`src/rtl/drac_pkg.sv`:
```
// drac_pkg: shared types and constants for the L2 refill arbiter slice.
//   - Fixed acquire-field constants (block GET) that the enclosing top level
//     drives onto the L2 acquire channel alongside this block's outputs.
//   - Reference acquire/grant record layouts at the default widths.
//   - refill_state_t: per-client refill tracker state.
package drac_pkg;

  localparam logic        ACQ_BUILTIN          = 1'b1;
  localparam logic [2:0]  ACQ_A_TYPE_GET_BLOCK = 3'b001;
  localparam logic [16:0] ACQ_UNION_DEFAULT    = 17'b00000000111000001;

  localparam int unsigned DRAC_ADDR_W = 26;
  localparam int unsigned DRAC_ID_W   = 3;
  localparam int unsigned DRAC_DATA_W = 128;
  localparam int unsigned DRAC_BEAT_W = 2;

  typedef struct packed {
    logic [DRAC_ADDR_W-1:0] addr_block;
    logic [DRAC_ID_W-1:0]   xact_id;
  } mem_acquire_t;

  typedef struct packed {
    logic [DRAC_DATA_W-1:0] data;
    logic [DRAC_BEAT_W-1:0] beat;
    logic [DRAC_ID_W-1:0]   xact_id;
    logic                   valid;
  } mem_grant_t;

  typedef enum logic [1:0] {
    IDLE = 2'd0,
    ACQ  = 2'd1,
    WAIT = 2'd2
  } refill_state_t;

endpackage

```
`src/rtl/refill_client_tracker.sv`:
```
// refill_client_tracker: one refill client's FSM, beat counter and kill flag.
//   accept_i     request accepted by the arbiter (IDLE -> ACQ)
//   acq_hs_i     this client's acquire handshook on L2 (ACQ -> WAIT)
//   kill_i       abandon the outstanding refill
//   grant_hit_i  grant beat addressed to this client (only asserted in WAIT)
//   grant_beat_i beat index of that grant
//   busy_o       state != IDLE
//   wait_o       state == WAIT
//   deliver_o    beat is forwarded to the client
//   last_o       delivered beat is the final one
//   beat_err_o   beat index differs from the expected count
module refill_client_tracker
  import drac_pkg::*;
#(
  parameter int unsigned BEATS  = 4,
  parameter int unsigned BEAT_W = 2
) (
  input  logic              clk_i,
  input  logic              rst_i,
  input  logic              accept_i,
  input  logic              acq_hs_i,
  input  logic              kill_i,
  input  logic              grant_hit_i,
  input  logic [BEAT_W-1:0] grant_beat_i,
  output logic              busy_o,
  output logic              wait_o,
  output logic              deliver_o,
  output logic              last_o,
  output logic              beat_err_o
);

  refill_state_t     state_q, state_d;
  logic [BEAT_W-1:0] cnt_q, cnt_d;
  logic              killed_q, killed_d;
  logic              is_last;

  always_ff @(posedge clk_i or posedge rst_i) begin
    if (rst_i) begin
      state_q  <= IDLE;
      cnt_q    <= '0;
      killed_q <= 1'b0;
    end else begin
      state_q  <= state_d;
      cnt_q    <= cnt_d;
      killed_q <= killed_d;
    end
  end

  always_comb begin
    state_d    = state_q;
    cnt_d      = cnt_q;
    killed_d   = killed_q;
    deliver_o  = 1'b0;
    last_o     = 1'b0;
    beat_err_o = 1'b0;
    is_last    = (grant_beat_i == BEAT_W'(BEATS - 1));
    case (state_q)
      IDLE: begin
        if (accept_i) begin
          state_d  = ACQ;
          cnt_d    = '0;
          killed_d = 1'b0;
        end
      end
      ACQ: begin
        if (kill_i) killed_d = 1'b1;
        if (acq_hs_i) state_d = WAIT;
      end
      WAIT: begin
        if (kill_i) killed_d = 1'b1;
        if (grant_hit_i) begin
          // Out-of-order beats are still delivered; counter resyncs to the beat seen.
          beat_err_o = (grant_beat_i != cnt_q);
          cnt_d      = grant_beat_i + BEAT_W'(1);
          // A kill arriving with a beat suppresses that beat too.
          deliver_o  = !(killed_q || kill_i);
          last_o     = deliver_o && is_last;
          if (is_last) begin
            state_d  = IDLE;
            killed_d = 1'b0;
          end
        end
      end
      default: state_d = IDLE;
    endcase
  end

  assign busy_o = (state_q != IDLE);
  assign wait_o = (state_q == WAIT);

endmodule

```
`src/rtl/mem_refill_arbiter.sv`:
```
// mem_refill_arbiter: shares one L2 acquire/grant port among NUM_CLIENTS
// block-refill clients (0 = icache, 1 = dcache).
//   req_*        per-client block-read requests; req_ready_o one-hot accept
//   kill_i       per-client abandon of the outstanding refill
//   acquire_*    registered L2 acquire, tagged with the client index as id
//   grant_*      L2 grant beats, routed back by xact id
//   resp_*       registered per-client beat delivery (data/beat shared)
//   busy_o       per-client refill outstanding
//   err_o        sticky protocol error (unexpected id or out-of-order beat)
module mem_refill_arbiter
  import drac_pkg::*;
#(
  parameter int unsigned NUM_CLIENTS = 2,
  parameter int unsigned DATA_W      = 128,
  parameter int unsigned BEATS       = 4,
  parameter int unsigned ADDR_W      = 26,
  parameter int unsigned ID_W        = 3,
  localparam int unsigned BEAT_W     = $clog2(BEATS)
) (
  input  logic                          clk_i,
  input  logic                          rst_i,
  input  logic [NUM_CLIENTS-1:0]        req_valid_i,
  input  logic [NUM_CLIENTS*ADDR_W-1:0] req_paddr_i,
  output logic [NUM_CLIENTS-1:0]        req_ready_o,
  input  logic [NUM_CLIENTS-1:0]        kill_i,
  output logic                          acquire_valid_o,
  input  logic                          acquire_ready_i,
  output logic [ADDR_W-1:0]             acquire_addr_block_o,
  output logic [ID_W-1:0]               acquire_xact_id_o,
  input  logic                          grant_valid_i,
  input  logic [DATA_W-1:0]             grant_data_i,
  input  logic [BEAT_W-1:0]             grant_beat_i,
  input  logic [ID_W-1:0]               grant_xact_id_i,
  output logic                          grant_ready_o,
  output logic [NUM_CLIENTS-1:0]        resp_valid_o,
  output logic [DATA_W-1:0]             resp_data_o,
  output logic [BEAT_W-1:0]             resp_beat_o,
  output logic [NUM_CLIENTS-1:0]        resp_last_o,
  output logic [NUM_CLIENTS-1:0]        busy_o,
  output logic                          err_o
);

  localparam int unsigned RR_W = (NUM_CLIENTS > 1) ? $clog2(NUM_CLIENTS) : 1;

  logic [RR_W-1:0]        rr_q, rr_d;
  logic                   acq_valid_q;
  logic [ADDR_W-1:0]      acq_addr_q, acq_addr_d;
  logic [ID_W-1:0]        acq_id_q;
  logic [NUM_CLIENTS-1:0] resp_valid_q, resp_last_q;
  logic [DATA_W-1:0]      resp_data_q;
  logic [BEAT_W-1:0]      resp_beat_q;
  logic                   err_q, err_d;

  logic [NUM_CLIENTS-1:0] busy, in_wait, accept, acq_hs, hit, deliver, last, beat_err;
  logic                   acq_free, any_accept;
  int unsigned            arb_idx, win_idx;

  // The acquire register can take a new request when empty or draining now.
  assign acq_free = !acq_valid_q || acquire_ready_i;

  always_comb begin
    accept     = '0;
    any_accept = 1'b0;
    arb_idx    = 0;
    win_idx    = 0;
    rr_d       = rr_q;
    if (acq_free) begin
      for (int unsigned off = 0; off < NUM_CLIENTS; off++) begin
        arb_idx = (32'(rr_q) + off) % NUM_CLIENTS;
        if (!any_accept && !busy[arb_idx] && req_valid_i[arb_idx]) begin
          any_accept       = 1'b1;
          win_idx          = arb_idx;
          accept[arb_idx]  = 1'b1;
        end
      end
    end
    if (any_accept) rr_d = RR_W'((win_idx + 1) % NUM_CLIENTS);
    acq_addr_d = req_paddr_i[win_idx*ADDR_W +: ADDR_W];
  end

  for (genvar i = 0; i < NUM_CLIENTS; i++) begin : g_client
    assign acq_hs[i] = acq_valid_q && acquire_ready_i && (acq_id_q == ID_W'(i));
    assign hit[i]    = grant_valid_i && (grant_xact_id_i == ID_W'(i)) && in_wait[i];

    refill_client_tracker #(
      .BEATS  (BEATS),
      .BEAT_W (BEAT_W)
    ) u_trk (
      .clk_i        (clk_i),
      .rst_i        (rst_i),
      .accept_i     (accept[i]),
      .acq_hs_i     (acq_hs[i]),
      .kill_i       (kill_i[i]),
      .grant_hit_i  (hit[i]),
      .grant_beat_i (grant_beat_i),
      .busy_o       (busy[i]),
      .wait_o       (in_wait[i]),
      .deliver_o    (deliver[i]),
      .last_o       (last[i]),
      .beat_err_o   (beat_err[i])
    );
  end

  // A beat nobody in WAIT owns (including out-of-range ids) is dropped and flagged.
  assign err_d = err_q || (grant_valid_i && (hit == '0)) || (|beat_err);

  always_ff @(posedge clk_i or posedge rst_i) begin
    if (rst_i) begin
      rr_q         <= '0;
      acq_valid_q  <= 1'b0;
      acq_addr_q   <= '0;
      acq_id_q     <= '0;
      resp_valid_q <= '0;
      resp_last_q  <= '0;
      resp_data_q  <= '0;
      resp_beat_q  <= '0;
      err_q        <= 1'b0;
    end else begin
      rr_q         <= rr_d;
      resp_valid_q <= deliver;
      resp_last_q  <= last;
      err_q        <= err_d;
      if (any_accept) begin
        acq_valid_q <= 1'b1;
        acq_addr_q  <= acq_addr_d;
        acq_id_q    <= ID_W'(win_idx);
      end else if (acquire_ready_i) begin
        acq_valid_q <= 1'b0;
      end
      if (grant_valid_i) begin
        resp_data_q <= grant_data_i;
        resp_beat_q <= grant_beat_i;
      end
    end
  end

  assign req_ready_o          = accept;
  assign acquire_valid_o      = acq_valid_q;
  assign acquire_addr_block_o = acq_addr_q;
  assign acquire_xact_id_o    = acq_id_q;
  assign grant_ready_o        = 1'b1;
  assign resp_valid_o         = resp_valid_q;
  assign resp_data_o          = resp_data_q;
  assign resp_beat_o          = resp_beat_q;
  assign resp_last_o          = resp_last_q;
  assign busy_o               = busy;
  assign err_o                = err_q;

endmodule
```
`config.mk`:
```
export PLATFORM = sky130hd
export DESIGN_NAME = mem_refill_arbiter
export DESIGN_NICKNAME = d
export VERILOG_FILES = /design/src/rtl/drac_pkg.sv /design/src/rtl/refill_client_tracker.sv /design/src/rtl/mem_refill_arbiter.sv
export SDC_FILE = /design/constraint.sdc
export NUM_CORES = 1
export LEC_CHECK = 0
export BUFFER_PORTS_ARGS = -buffer_cell sky130_fd_sc_hd__buf_2
export CORE_AREA = 2 2 143 145
export DETAILED_ROUTE_END_ITERATION = 8
export DIE_AREA = 0 0 145 147
export PLACE_DENSITY_LB_ADDON = 0.3
export SYNTH_ARGS = -nofsm -noshare
export SYNTH_HDL_FRONTEND = slang
export SYNTH_HIERARCHICAL = 1
export SYNTH_SLANG_ARGS = --single-unit
```
`constraint.sdc`:
```
create_clock -name clk_i -period 6.35 [get_ports clk_i]
set_clock_uncertainty 0.05 [all_clocks]
set_input_delay 0.9525 -clock clk_i [delete_from_list [all_inputs] [get_ports clk_i]]
set_output_delay 0.9525 -clock clk_i [all_outputs]
set_load 0.01 [all_outputs]
```
# After elaboration in Yosys (flattened, before gate mapping)

Index checks and enable logic that the tools add are counted.

Add/subtract/negate cells: 3
$mul: 1
Magnitude comparators: 4
Equal/unequal tests: 17
Shifts and indexed selects: 1
Muxes and demuxes: 62
Bitwise logic cells: 1
Reduce and logical (&&, ||, !) cells: 45

Operators with widths:

| cell                    | number |
|---|---|
| $mux W32                | 2 |
| $shiftx A52 B33 Y26     | 1 |
| $mux W1                 | 37 |
| $mul A32 B4 Y31 const B | 1 |
| $mux W2                 | 15 |
| $logic_and A1 B1 Y1     | 15 |
| $pmux W2 S3             | 2 |
| $reduce_bool A2 Y1      | 5 |
| $ne A2 B1 Y1 const B    | 4 |
| $ne A2 B2 Y1 const B    | 4 |
| $pmux W2 S2             | 2 |
| $reduce_and A4 Y1       | 2 |
| $eq A2 B2 Y1 const B    | 3 |
| $eq A3 B1 Y1 const B    | 2 |
| $logic_not A1 Y1        | 6 |
| $logic_not A2 Y1        | 3 |
| $logic_not A3 Y1        | 2 |
| $pmux W1 S3             | 2 |
| $reduce_and A3 Y1       | 2 |
| $reduce_bool A3 Y1      | 2 |
| $logic_or A1 B1 Y1      | 5 |
| $eq A2 B1 Y1 const B    | 2 |
| $lt A1 B2 Y1 const B    | 2 |
| $ne A2 B2 Y1            | 2 |
| other kinds (7)         | 11 |

Register bits: 176
Bits of input ports: 193
Output and inout port bits: 170
Logic and storage cells: 149

# Depth between registers and ports, before layout

Gate-level depths: netlist of run 1.

Depth after elaboration: 14
Mapped depth: 10

# Hierarchy

Netlist of run 1, hierarchy kept.

Modules (own cells, without submodules):

| module                                     | instances | cells an instance | area each (µm²) |
|---|---|---|---|
| mem_refill_arbiter                         | 1         | 463               | 6,804.0 |
| refill_client_tracker at g_client[0].u_trk | 1         | 43                | 430.4 |
| refill_client_tracker at g_client[1].u_trk | 1         | 43                | 405.4 |

# Least setup slack after synthesis of run 1

Ideal clock, no wire load.

Kind: in2out
From: in acquire_ready_i
To: out req_ready_o[1]
Data arrival time: 1,932 ps
Slack: 3,416 ps
Stages on the path: 4
Path buffers: 2
Cell sequence: nor2b_1 -> buf_2 -> buf_2 -> nor3_1

Word-level cells in the longest chain between the ends: 2

RTL lines:

| element            | RTL line                 | text |
|---|---|---|
| from (decl)        | mem_refill_arbiter.sv:27 | `input logic acquire_ready_i,` |
| $logic_or A1 B1 Y1 | mem_refill_arbiter.sv:59 | `assign acq_free = !acq_valid_q \|\| acquire_ready_i;` |
| $mux W2            | mem_refill_arbiter.sv:67 | `if (acq_free) begin` |
| to (decl)          | mem_refill_arbiter.sv:24 | `output logic [NUM_CLIENTS-1:0] req_ready_o,` |

Every way passes these cells.

# Worst setup path after layout of run 1

From: reg g_client[1].u_trk.state_q[1]
To: out req_ready_o[0]

Word-level cells in the longest chain between the ends: 12

RTL lines:

| element                                     | RTL line                    | text |
|---|---|---|
| from (decl)                                 | refill_client_tracker.sv:32 | `refill_state_t state_q, state_d;` |
| from (signal assigned)                      | refill_client_tracker.sv:43 | `state_q <= state_d;` |
| $reduce_bool A2 Y1 (*)                      | refill_client_tracker.sv:88 | `assign busy_o = (state_q != IDLE);` |
| $mux W1 (not written as such) (2 in series) | mem_refill_arbiter.sv:70    | `if (!any_accept && !busy[arb_idx] && req_valid_i[arb_idx]) begin` |
| $logic_not A1 Y1                            | mem_refill_arbiter.sv:70    |  |
| $logic_and A1 B1 Y1                         | mem_refill_arbiter.sv:70    |  |
| $mux W1                                     | mem_refill_arbiter.sv:70    |  |
| $mux W1                                     | mem_refill_arbiter.sv:67    |  |
| $logic_not A1 Y1                            | mem_refill_arbiter.sv:70    |  |
| $logic_and A1 B1 Y1 (2 in series)           | mem_refill_arbiter.sv:70    |  |
| $mux W2 (*)                                 | mem_refill_arbiter.sv:70    |  |
| $mux W2 (*)                                 | mem_refill_arbiter.sv:67    |  |

Mark *: on every way between the ends. The rest lies on a longest branch, timed or not. The select of a mux whose other input is x is not followed.

==> impl_metrics.toml, run 1 <==
[run_status]
status = "finished clean"

[yosys]
synth_mux_area_share_pct = 19.8
dominant_combinational_cell_family_by_area_after_synthesis = "multiplexers"
synthSimpleGateAreaFrac_pct = 5.19
syn-cell-area_mm2 = 0.00764
postSynthRegisterBits = 174
avgSynthCellArea_um2 = 13.9
ys_types = 46
synthesis.yosys.warnings = 6
xor_and_xnor_area_share_after_synthesis_pct = 0.459
register_area_share_after_synthesis_pct = 57.0
synthCells = 549
synth-adder-area-share_pct = 1.97
area_fraction_in_compound_gates_after_synthesis_pct = 10.2

[floorplan]
num_io_pins = 363
die_y_um = 147
rows = 52
initial_core_util_pct = 38.5
die-width_um = 145
fp.dieArea_mm2 = 0.0213
core_region_area_mm2 = 0.0198

[pwr]
post-layout-total-power_mw = 3.54
p_leak_nw = 4.89
worst_ir_drop_vdd_mv = 0.208
p_per_area_mw_per_mm2 = 347

[flow_run]
cap_viol_max_count = 0

[timing]
max_slew_margin_pct = 17.2
tns_ps = 0
final-setup-viol-count = 0
drv_slew = 0
final_period_minus_worst_setup_slack_ps = 3790
clock.fmax_ghz = 0.264
tightest_slew_ps = 1240
grt_setup_unrepaired = "false"
final_hold_violation_count = 0
timing.final.crit_share_pct = 59.6

[detailed_routing]
drt-wirelength-per-cell_um = 16.6
drt_first_pass_iters = 4
vias = 5665
dr.first_iter.drc_count = 212
detail-route-antenna-nets = 0
wl_um = 19600
drt_drc_violations_left = 0
vias_per_cell = 4.80

[clock_tree]
clk_pin_slew_ps = 70
cts_htree_levels = 4
tritoncts.num_buffers = 17
cts.path.max_buffers = 2
clock_insertion_delay_worst_skew_ps = 420
cts_tree = "built"
numClockSinks = 174
cts_hold_buf = 0
cts.root.buffer_cell = "clkbuf_16"
cts_repair_resize_count = 0
cts_setup_buffers = 0

[critical_path]
crit_fanout = 27
crit_top_cell = "inv_1"
crit_arrival_ps = 2780
worstPathRequired_ps = 5350
timing.critical_path.to_type = "output pin"
cp_slowest_cell = "nor2b_2"
start_kind = "flop"
timing.critical_path.slowest_cell_delay_ps = 960
cp.buffers_inverters = 3
cpLargestDelayFamily = "simple AND/OR/NAND/NOR gates"
worstSetupPathType = "reg -> out"
crit_chain = "inv_1, ha_1, inv_1, nor2b_2, a211oi_1, buf_2"

[global_routing]
met3_usage_grt_pct = 5.03
pin_count_of_the_biggest_net_entering_global_routing = 78
globalRoute.totalOverflow = 0
met1_capacity_usage_during_global_routing_pct = 22.6
grt_antenna_before_repair = 1
grtUsageTotal_pct = 18.5
globalRouteMet2Util_pct = 31.4
grt_first_pass_wirelength_um = 31100
grt.busiest_layer = "met2"
first_global_vias = 5691

[placed_design]
port_buffers = 359
dp.final_hpwl_um = 14600
globalplace.congestion = 0.744

[final_layout]
layout.filler_cells = 1804
design.final.nets = 1100
syn2layout_area_growth_pct = 33.4
final_util_pct = 51.4
layout-drive-gt1-share_pct = 62.7

[worst_hold_path]
worstHoldPathType = "in -> async"
## cell families after synthesis
| group | Yosys count |
|---|---|
| multiplexers | 134 |
| flip-flops | 174 |
| XOR/XNOR | 4 |
| AO/OA/AOI/OAI | 78 |
| adder cells (fa/ha/maj) | 12 |
| other | 2 |
| buffers and inverters | 84 |
| AND/OR/NAND/NOR | 61 |
## worst paths after layout
path                                                          start  slack, ps                                       end  cells after the start
setup / recovery           g_client[1].u_trk/state_q[1]$_DFFE_PP0P_       2560                            req_ready_o[0]                      6
hold / removal                                                rst_i        430  g_client[0].u_trk/state_q[0]$_DFFE_PP0P_                      2
setup reg to reg           g_client[1].u_trk/state_q[1]$_DFFE_PP0P_       3320  g_client[0].u_trk/state_q[1]$_DFFE_PP0P_                      8
hold reg to reg              g_client[1].u_trk/killed_q$_DFFE_PP0P_        440                 resp_valid_o[1]$_DFF_PP0_                      1
max in group asynchronous                                     rst_i       4540               resp_data_o[60]$_DFFE_PP0P_                      3
min in group clk_i           g_client[1].u_trk/killed_q$_DFFE_PP0P_        440                 resp_valid_o[1]$_DFF_PP0_                      1
## metal layers
layer | share of wire [%] | vias to the layer above
met4 | 2.3 | 0
met3 | 6.2 | 23
met1 | 42 | 2738
met2 | 50 | 215
met5 | 0 | -
li1 | - | 2689
## flip-flops by register name (all words and copies together) (netlist names)
register	cells
acquire_valid_o	1
resp_data_o	128
resp_beat_o	2
resp_last_o	2
acquire_addr_block_o	26
err_o	1
g_client.u_trk/killed_q	2
rr_q	1
acquire_xact_id_o	1
g_client.u_trk/cnt_q	4
resp_valid_o	2
g_client.u_trk/state_q	4
## Yosys cell counts, drive strengths merged
cell / number / area (um^2)
a22oi: 1 / 7.51
a21boi: 1 / 11.3
o31ai: 2 / 15.0
conb: 2 / 7.51
clkbuf: 6 / 22.5
a311oi: 1 / 8.76
nand2: 6 / 25.0
nor2b: 4 / 32.5
and3: 2 / 12.5
nor3b: 2 / 26.3
nand2b: 5 / 38.8
o21ai: 3 / 15.0
nor4: 26 / 163
ha: 12 / 150
a21oi: 5 / 25.0
a2111oi: 26 / 295
and2b: 1 / 7.51
and2: 3 / 18.8
buf: 35 / 214
a222oi: 1 / 10.0
a21o: 2 / 15.0
a221oi: 1 / 26.3
nor3: 5 / 30.0
o22ai: 4 / 25.0
and3b: 1 / 8.76
a211oi: 27 / 293
xnor2: 4 / 35.0
a22o: 4 / 35.0
inv: 43 / 161
mux2: 134 / 1520
nand3b: 1 / 7.51
nor2: 3 / 11.3
or2b: 2 / 15.0
dfrtp: 174 / 4350
## placed cells by master, fill, tap and decap left out, drive strengths merged, types with 5 or more instances in the layout
cell | Yosys | routed
a2111oi | 26 | 26
dfrtp | 174 | 174
nor4 | 26 | 26
inv | 43 | 50
buf | 35 | 367
a21oi | 5 | 5
mux2 | 134 | 134
nor3 | 5 | 5
nand2 | 6 | 6
ha | 12 | 12
clkbuf | 6 | 19
nand2b | 5 | 5
a211oi | 27 | 27
## per-stage QoR
step	std cells	hold WS [ps]	setup slack [ps]	cell area, um^2
after floorplan	550	381	914	7640
after global placement	1146	413	2820	9620
after detailed placement	1146	413	2860	9620
after CTS	1178	415	2570	10200
after global routing	1178	427	2350	10200
final	1179	426	2560	10200
## report_power, final
part           internal, mW  total [mW]  leakage, nW  switching (mW)
Combinational         0.495        1.12         2.58           0.626
Sequential             1.30        1.40         2.03           0.101
Clock                 0.530        1.01        0.267           0.483
Total                  2.33        3.54         4.89            1.21
## area by class of cell
class	instances	area, um^2	share of cell area [%]
Tap cell	270	338	3.31
Multi-Input combinational cell	292	2900	28.5
Clock inverter	13	126	1.24
Clock buffer	19	443	4.35
Antenna cell	1	2.50	0.0246
Timing Repair Buffer	367	1860	18.2
Sequential cell	174	4350	42.7
Inverter	43	166	1.63
## worst reg2reg max path, cell delays in order, from the launching register on
cell,delay [ps]
dfrtp_1,400
inv_1,130
ha_1,250
inv_1,110
nor2b_2,960
a211oi_1,300
and2b_1,360
a221oi_4,60
mux2_4,310
(Power assumes the default switching activity.)
==> run 2, diff against run 1 <==
==> constraint.sdc (replaced) <==
create_clock -name clk_i -period 3.64 [get_ports clk_i]
set_clock_uncertainty 0.05 [all_clocks]
set_input_delay 0.546 -clock clk_i [delete_from_list [all_inputs] [get_ports clk_i]]
set_output_delay 0.546 -clock clk_i [all_outputs]
set_load 0.01 [all_outputs]
==> impl_metrics.toml, run 2 (synthesis gave the netlist of run 1 again) <==
[final_layout]
layout.cell_area.non_filler_mm2 = 0.0103
largest_register_ffs = 128
design.final.nets = 1103
antenna_cells_inserted = 0
syn2layout_area_growth_pct = 34.4
layout-drive-gt1-share_pct = 62.8
leading_cell_type_in_the_layout_fill_and_taps_excluded = "buf_2"
most-common-layout-cells = "358 x buf_2, 174 x dfrtp_1, 132 x mux2_2"
final_util_pct = 51.7
layout.filler_cells = 1757

[pwr]
p_per_area_mw_per_mm2 = 604
p_seq_share_pct = 39.6
p_leak_nw = 4.92
power_switching_share_pct = 34.2
post-layout-total-power_mw = 6.21
share_comb_of_total_power_pct = 31.8
worst_ir_drop_vdd_mv = 0.484
power.net_switching_mw = 2.12
cellInternalPower_mw = 4.08
share_clk_of_total_power_pct = 28.6

[timing]
final_period_minus_worst_setup_slack_ps = 3040
tightest_slew_ps = 697
final-setup-viol-count = 0
grt_setup_unrepaired = "false"
clock.fmax_ghz = 0.329
tns_ps = 0
drv_slew = 0
timing.final.crit_share_pct = 83.6
max_slew_margin_pct = 53.5
final_hold_violation_count = 0

[detailed_routing]
detail-route-antenna-nets = 0
drt_drc_violations_left = 0
dr.first_iter.drc_count = 190
drt-wirelength-per-cell_um = 16.6
wl_um = 19700
vias_per_cell = 4.80
vias = 5666
drt_first_pass_iters = 4

[floorplan]
fp.dieArea_mm2 = 0.0213
initial_core_util_pct = 38.5
core_region_area_mm2 = 0.0198
num_io_pins = 363
rows = 52
die_y_um = 147
die-width_um = 145

[global_routing]
grt_antenna_before_repair = 0
globalRoute.totalOverflow = 0
pin_count_of_the_biggest_net_entering_global_routing = 132
first_global_vias = 5752
grt_first_pass_wirelength_um = 31400
grtUsageTotal_pct = 18.6

[flow_run]
cap_viol_max_count = 0

[critical_path]
crit_start = "g_client[0].u_trk/state_q[0]$_DFFE_PP0P_"
regToRegSetupSlack_ps = 870
crit_fanout = 27
timing.critical_path.to_type = "output pin"
r2r_start = "g_client[0].u_trk/state_q[1]$_DFFE_PP0P_"
reg2reg_to = "g_client[0].u_trk/state_q[1]$_DFFE_PP0P_"
start_kind = "flop"
crit_arrival_ps = 2450
cp-endpoint = "req_ready_o[1]"
worstPathRequired_ps = 3040
worstSetupPathType = "reg -> out"
timing.reg2reg.worst_path_depth = 8

[clock_tree]
cts_tree = "built"
cts_repair_resize_count = 0
cts.root.buffer_cell = "clkbuf_16"
numClockSinks = 174
clock_insertion_delay_worst_skew_ps = 420
cts_setup_buffers = 0
clk_pin_slew_ps = 70
tritoncts.num_buffers = 17
cts.path.max_buffers = 2
cts_htree_levels = 4

[placed_design]
dp.final_hpwl_um = 14700
globalplace.congestion = 0.768
dpl-instance-area_mm2 = 0.00967
port_buffers = 359

[worst_hold_path]
worstHoldPathType = "in -> reg"

[run_status]
status = "finished clean"
-- run 2: area by class of cell --
type	count	area, um^2	share of cell area [%]
clock buffer	18	439	4.28
clock inverter	14	148	1.44
tap	270	338	3.29
sequential	174	4350	42.4
multi-input combinational	292	2900	28.3
timing repair buffer	370	1920	18.7
inverter	43	165	1.61
-- run 2: power groups by stage --
stage | Sequential, mW | Clock [mW] | Combinational (mW)
global placement | 2.49 | 0 | 1.96
finish | 2.46 | 1.78 | 1.97
detailed placement | 2.49 | 0 | 1.99
global route | 2.51 | 1.93 | 2.15
CTS | 2.46 | 1.84 | 1.99
floorplan | 2.62 | 0 | 1.20
-- run 2: metal layers --
metal	track usage [%]	vias up	routed length, um
li1	-	2692	-
met1	23.4	2714	8310
met2	30.7	232	9650
met3	5.96	28	1340
met4	5.64	0	365
met5	0	-	0
-- run 2: critical path, cell delays in order (launching register included) --
cell and delay [ps]:
dfrtp_1 410, inv_1 100, ha_1 270, inv_1 160, nor3b_4 60, buf_4 230
nor3_1 540, buf_2 260
-- run 2: worst min path at each step --
stage | from | endpoint | slack [ps] | cells after the start
after global routing | kill_i[0] | resp_valid_o[0]$_DFF_PP0_ | 250 | 2
after detailed placement | g_client[1].u_trk/killed_q$_DFFE_PP0P_ | resp_valid_o[1]$_DFF_PP0_ | 420 | 1
after CTS | kill_i[0] | resp_valid_o[0]$_DFF_PP0_ | 240 | 2
after global placement | err_o$_DFF_PP0_ | err_o$_DFF_PP0_ | 430 | 2
after floorplan | rst_i | g_client[0].u_trk/cnt_q[0]$_DFFE_PP0P_ | 270 | 1
final | kill_i[0] | resp_valid_o[0]$_DFF_PP0_ | 270 | 2
-- run 2: per-stage QoR --
step           worst slack, ps  hold slack [ps]  std cells
2_1_floorplan              854              275        550
3_3_place_gp               930              426       1148
3_5_place_dp               895              418       1148
4_1_cts                    575              237       1181
5_1_grt                    415              251       1181
6_report                   597              267       1181
-- run 2: timing repair --
action,4_1_cts,5_1_grt
hold buffers,1,0
setup endpoints to repair,0,0
endpoints found under the hold margin,5,0
==> run 3, diff against run 2 <==
--- a/config.mk
+++ b/config.mk
@@ -6,9 +6,9 @@
 export NUM_CORES = 1
 export LEC_CHECK = 0
 export BUFFER_PORTS_ARGS = -buffer_cell sky130_fd_sc_hd__buf_2
-export CORE_AREA = 2 2 143 145
+export CORE_AREA = 2 2 142 144
 export DETAILED_ROUTE_END_ITERATION = 8
-export DIE_AREA = 0 0 145 147
+export DIE_AREA = 0 0 144 146
 export PLACE_DENSITY_LB_ADDON = 0.3
 export SYNTH_ARGS = -nofsm -noshare
 export SYNTH_HDL_FRONTEND = slang
==> constraint.sdc (replaced) <==
create_clock -name clk_i -period 2.5 [get_ports clk_i]
set_clock_uncertainty 0.05 [all_clocks]
set_input_delay 0.375 -clock clk_i [delete_from_list [all_inputs] [get_ports clk_i]]
set_output_delay 0.375 -clock clk_i [all_outputs]
set_load 0.01 [all_outputs]
==> impl_metrics.toml, run 3 (synthesis gave the netlist of run 1 again) <==
[critical_path]
cp.buffers_inverters = 3
cpLargestDelayFamily = "buffers and inverters"
worstSetupPathType = "reg -> out"
worstPathRequired_ps = 2080
crit_arrival_ps = 1880
regToRegSetupSlack_ps = 220
cp_slowest_cell = "dfrtp_1"
timing.critical_path.to_type = "output pin"
r2r_start = "g_client[0].u_trk/state_q[1]$_DFFE_PP0P_"
timing.reg2reg.worst_path_depth = 8
crit_top_cell = "inv_1"
crit_fanout = 6
crit_chain = "inv_1, ha_2, inv_1, nand2b_4, a211oi_4, buf_2"
timing.critical_path.slowest_cell_delay_ps = 400
reg2reg_to = "g_client[0].u_trk/state_q[0]$_DFFE_PP0P_"
start_kind = "flop"

[timing]
post-route-worst-setup-slack_ps = 199
tightest_slew_ps = 696
max_slew_margin_pct = 53.6
timing.final.crit_share_pct = 92.0
final_hold_violation_count = 0
grt_setup_unrepaired = "false"
clock.fmax_ghz = 0.435
drv_slew = 0
final-setup-viol-count = 0
final_period_minus_worst_setup_slack_ps = 2300
fin_hold_ws_ps = 93.9
tns_ps = 0

[pwr]
p_leak_nw = 4.95
p_per_area_mw_per_mm2 = 898
worst_ir_drop_vdd_mv = 0.511
post-layout-total-power_mw = 9.28

[placed_design]
port_buffers = 359
place.detailed.instances = 1145
dpl-instance-area_mm2 = 0.00971
globalplace.congestion = 0.770
dp.final_hpwl_um = 14900
pre_cts_slack_ps = 187

[detailed_routing]
detail-route-antenna-nets = 0
vias_per_cell = 4.81
drt-wirelength-per-cell_um = 17.0
vias = 5677
dr.first_iter.drc_count = 244
drt_first_pass_iters = 4
drt_drc_violations_left = 0
wl_um = 20100

[final_layout]
layout-drive-gt1-share_pct = 63.2
leading_cell_type_in_the_layout_fill_and_taps_excluded = "buf_2"
most-common-layout-cells = "358 x buf_2, 174 x dfrtp_1, 132 x mux2_2"
syn2layout_area_growth_pct = 35.3
multiInputGateArea_mm2 = 0.00293
area.sequential_mm2 = 0.00435
design.final.nets = 1106
final-instance-count-excl-fill = 1181
layout.filler_cells = 1716
layout.cell_area.non_filler_mm2 = 0.0103
final_util_pct = 53.5
largest_register_ffs = 128

[worst_hold_path]
holdCritStartpoint = "kill_i[1]"
holdPathStages = 2
hold_endpoint = "resp_valid_o[1]$_DFF_PP0_"
worstHoldPathType = "in -> reg"

[global_routing]
met3_usage_grt_pct = 5.82
grtUsageTotal_pct = 18.8
first_global_vias = 5619
globalRoute.totalOverflow = 0
grt_first_pass_wirelength_um = 30900
grt_antenna_before_repair = 2
globalRouteMet2Util_pct = 31.8
met1_capacity_usage_during_global_routing_pct = 22.6
pin_count_of_the_biggest_net_entering_global_routing = 132
grt.busiest_layer = "met2"

[clock_tree]
cts.path.max_buffers = 2
clock_insertion_delay_worst_skew_ps = 420
cts_htree_levels = 4
cts_tree = "built"
tritoncts.num_buffers = 17
cts.root.buffer_cell = "clkbuf_16"
clk_pin_slew_ps = 70
numClockSinks = 174

[floorplan]
die_y_um = 146
rows = 51
num_io_pins = 363
die-width_um = 144
initial_core_util_pct = 39.5
fp.dieArea_mm2 = 0.0210
core_region_area_mm2 = 0.0193

[flow_run]
cap_viol_max_count = 0

[run_status]
status = "finished clean"
==> run 3: final cells by class <==
cell class	count	area share (%)
Clock buffer	18	4.15
Sequential cell	174	42.1
Inverter	43	1.60
Tap cell	265	3.21
Antenna cell	2	0.0484
Multi-Input combinational cell	292	28.3
Clock inverter	14	1.63
Timing Repair Buffer	373	18.9
==> run 3: what timing repair did <==
item                                    in CTS  in global routing
resized for setup                            1                  0
pin swaps                                    0                  1
hold buffers                                 1                  0
endpoints found under the hold margin       13                  0
setup buffers                                0                  1
endpoints found under the setup margin       1                  1
==> run 3: worst max-delay path by stage <==
stage,from,end,slack [ps],depth (start not counted)
floorplan,rst_i,acquire_addr_block_o[0]$_DFFE_PP0P_,-10,1
global placement,g_client[1].u_trk/state_q[0]$_DFFE_PP0P_,g_client[1].u_trk/state_q[1]$_DFFE_PP0P_,300,8
detailed placement,g_client[1].u_trk/state_q[1]$_DFFE_PP0P_,g_client[1].u_trk/state_q[1]$_DFFE_PP0P_,190,8
CTS,g_client[1].u_trk/state_q[1]$_DFFE_PP0P_,req_ready_o[1],50,6
finish,g_client[0].u_trk/state_q[1]$_DFFE_PP0P_,req_ready_o[0],200,6
global route,g_client[0].u_trk/state_q[1]$_DFFE_PP0P_,req_ready_o[0],50,6
==> run 3: layer usage <==
metal	share of wire (%)	wire length, um
met3	8.6	1730
met4	1.9	386
met2	50	9980
met5	0	0
met1	40	8040
==> run 3: report_power, final <==
part           total [mW]  internal [mW]  switching [mW]
clock network        2.72           1.51            1.21
logic                2.98           1.33            1.64
registers            3.59           3.31           0.282
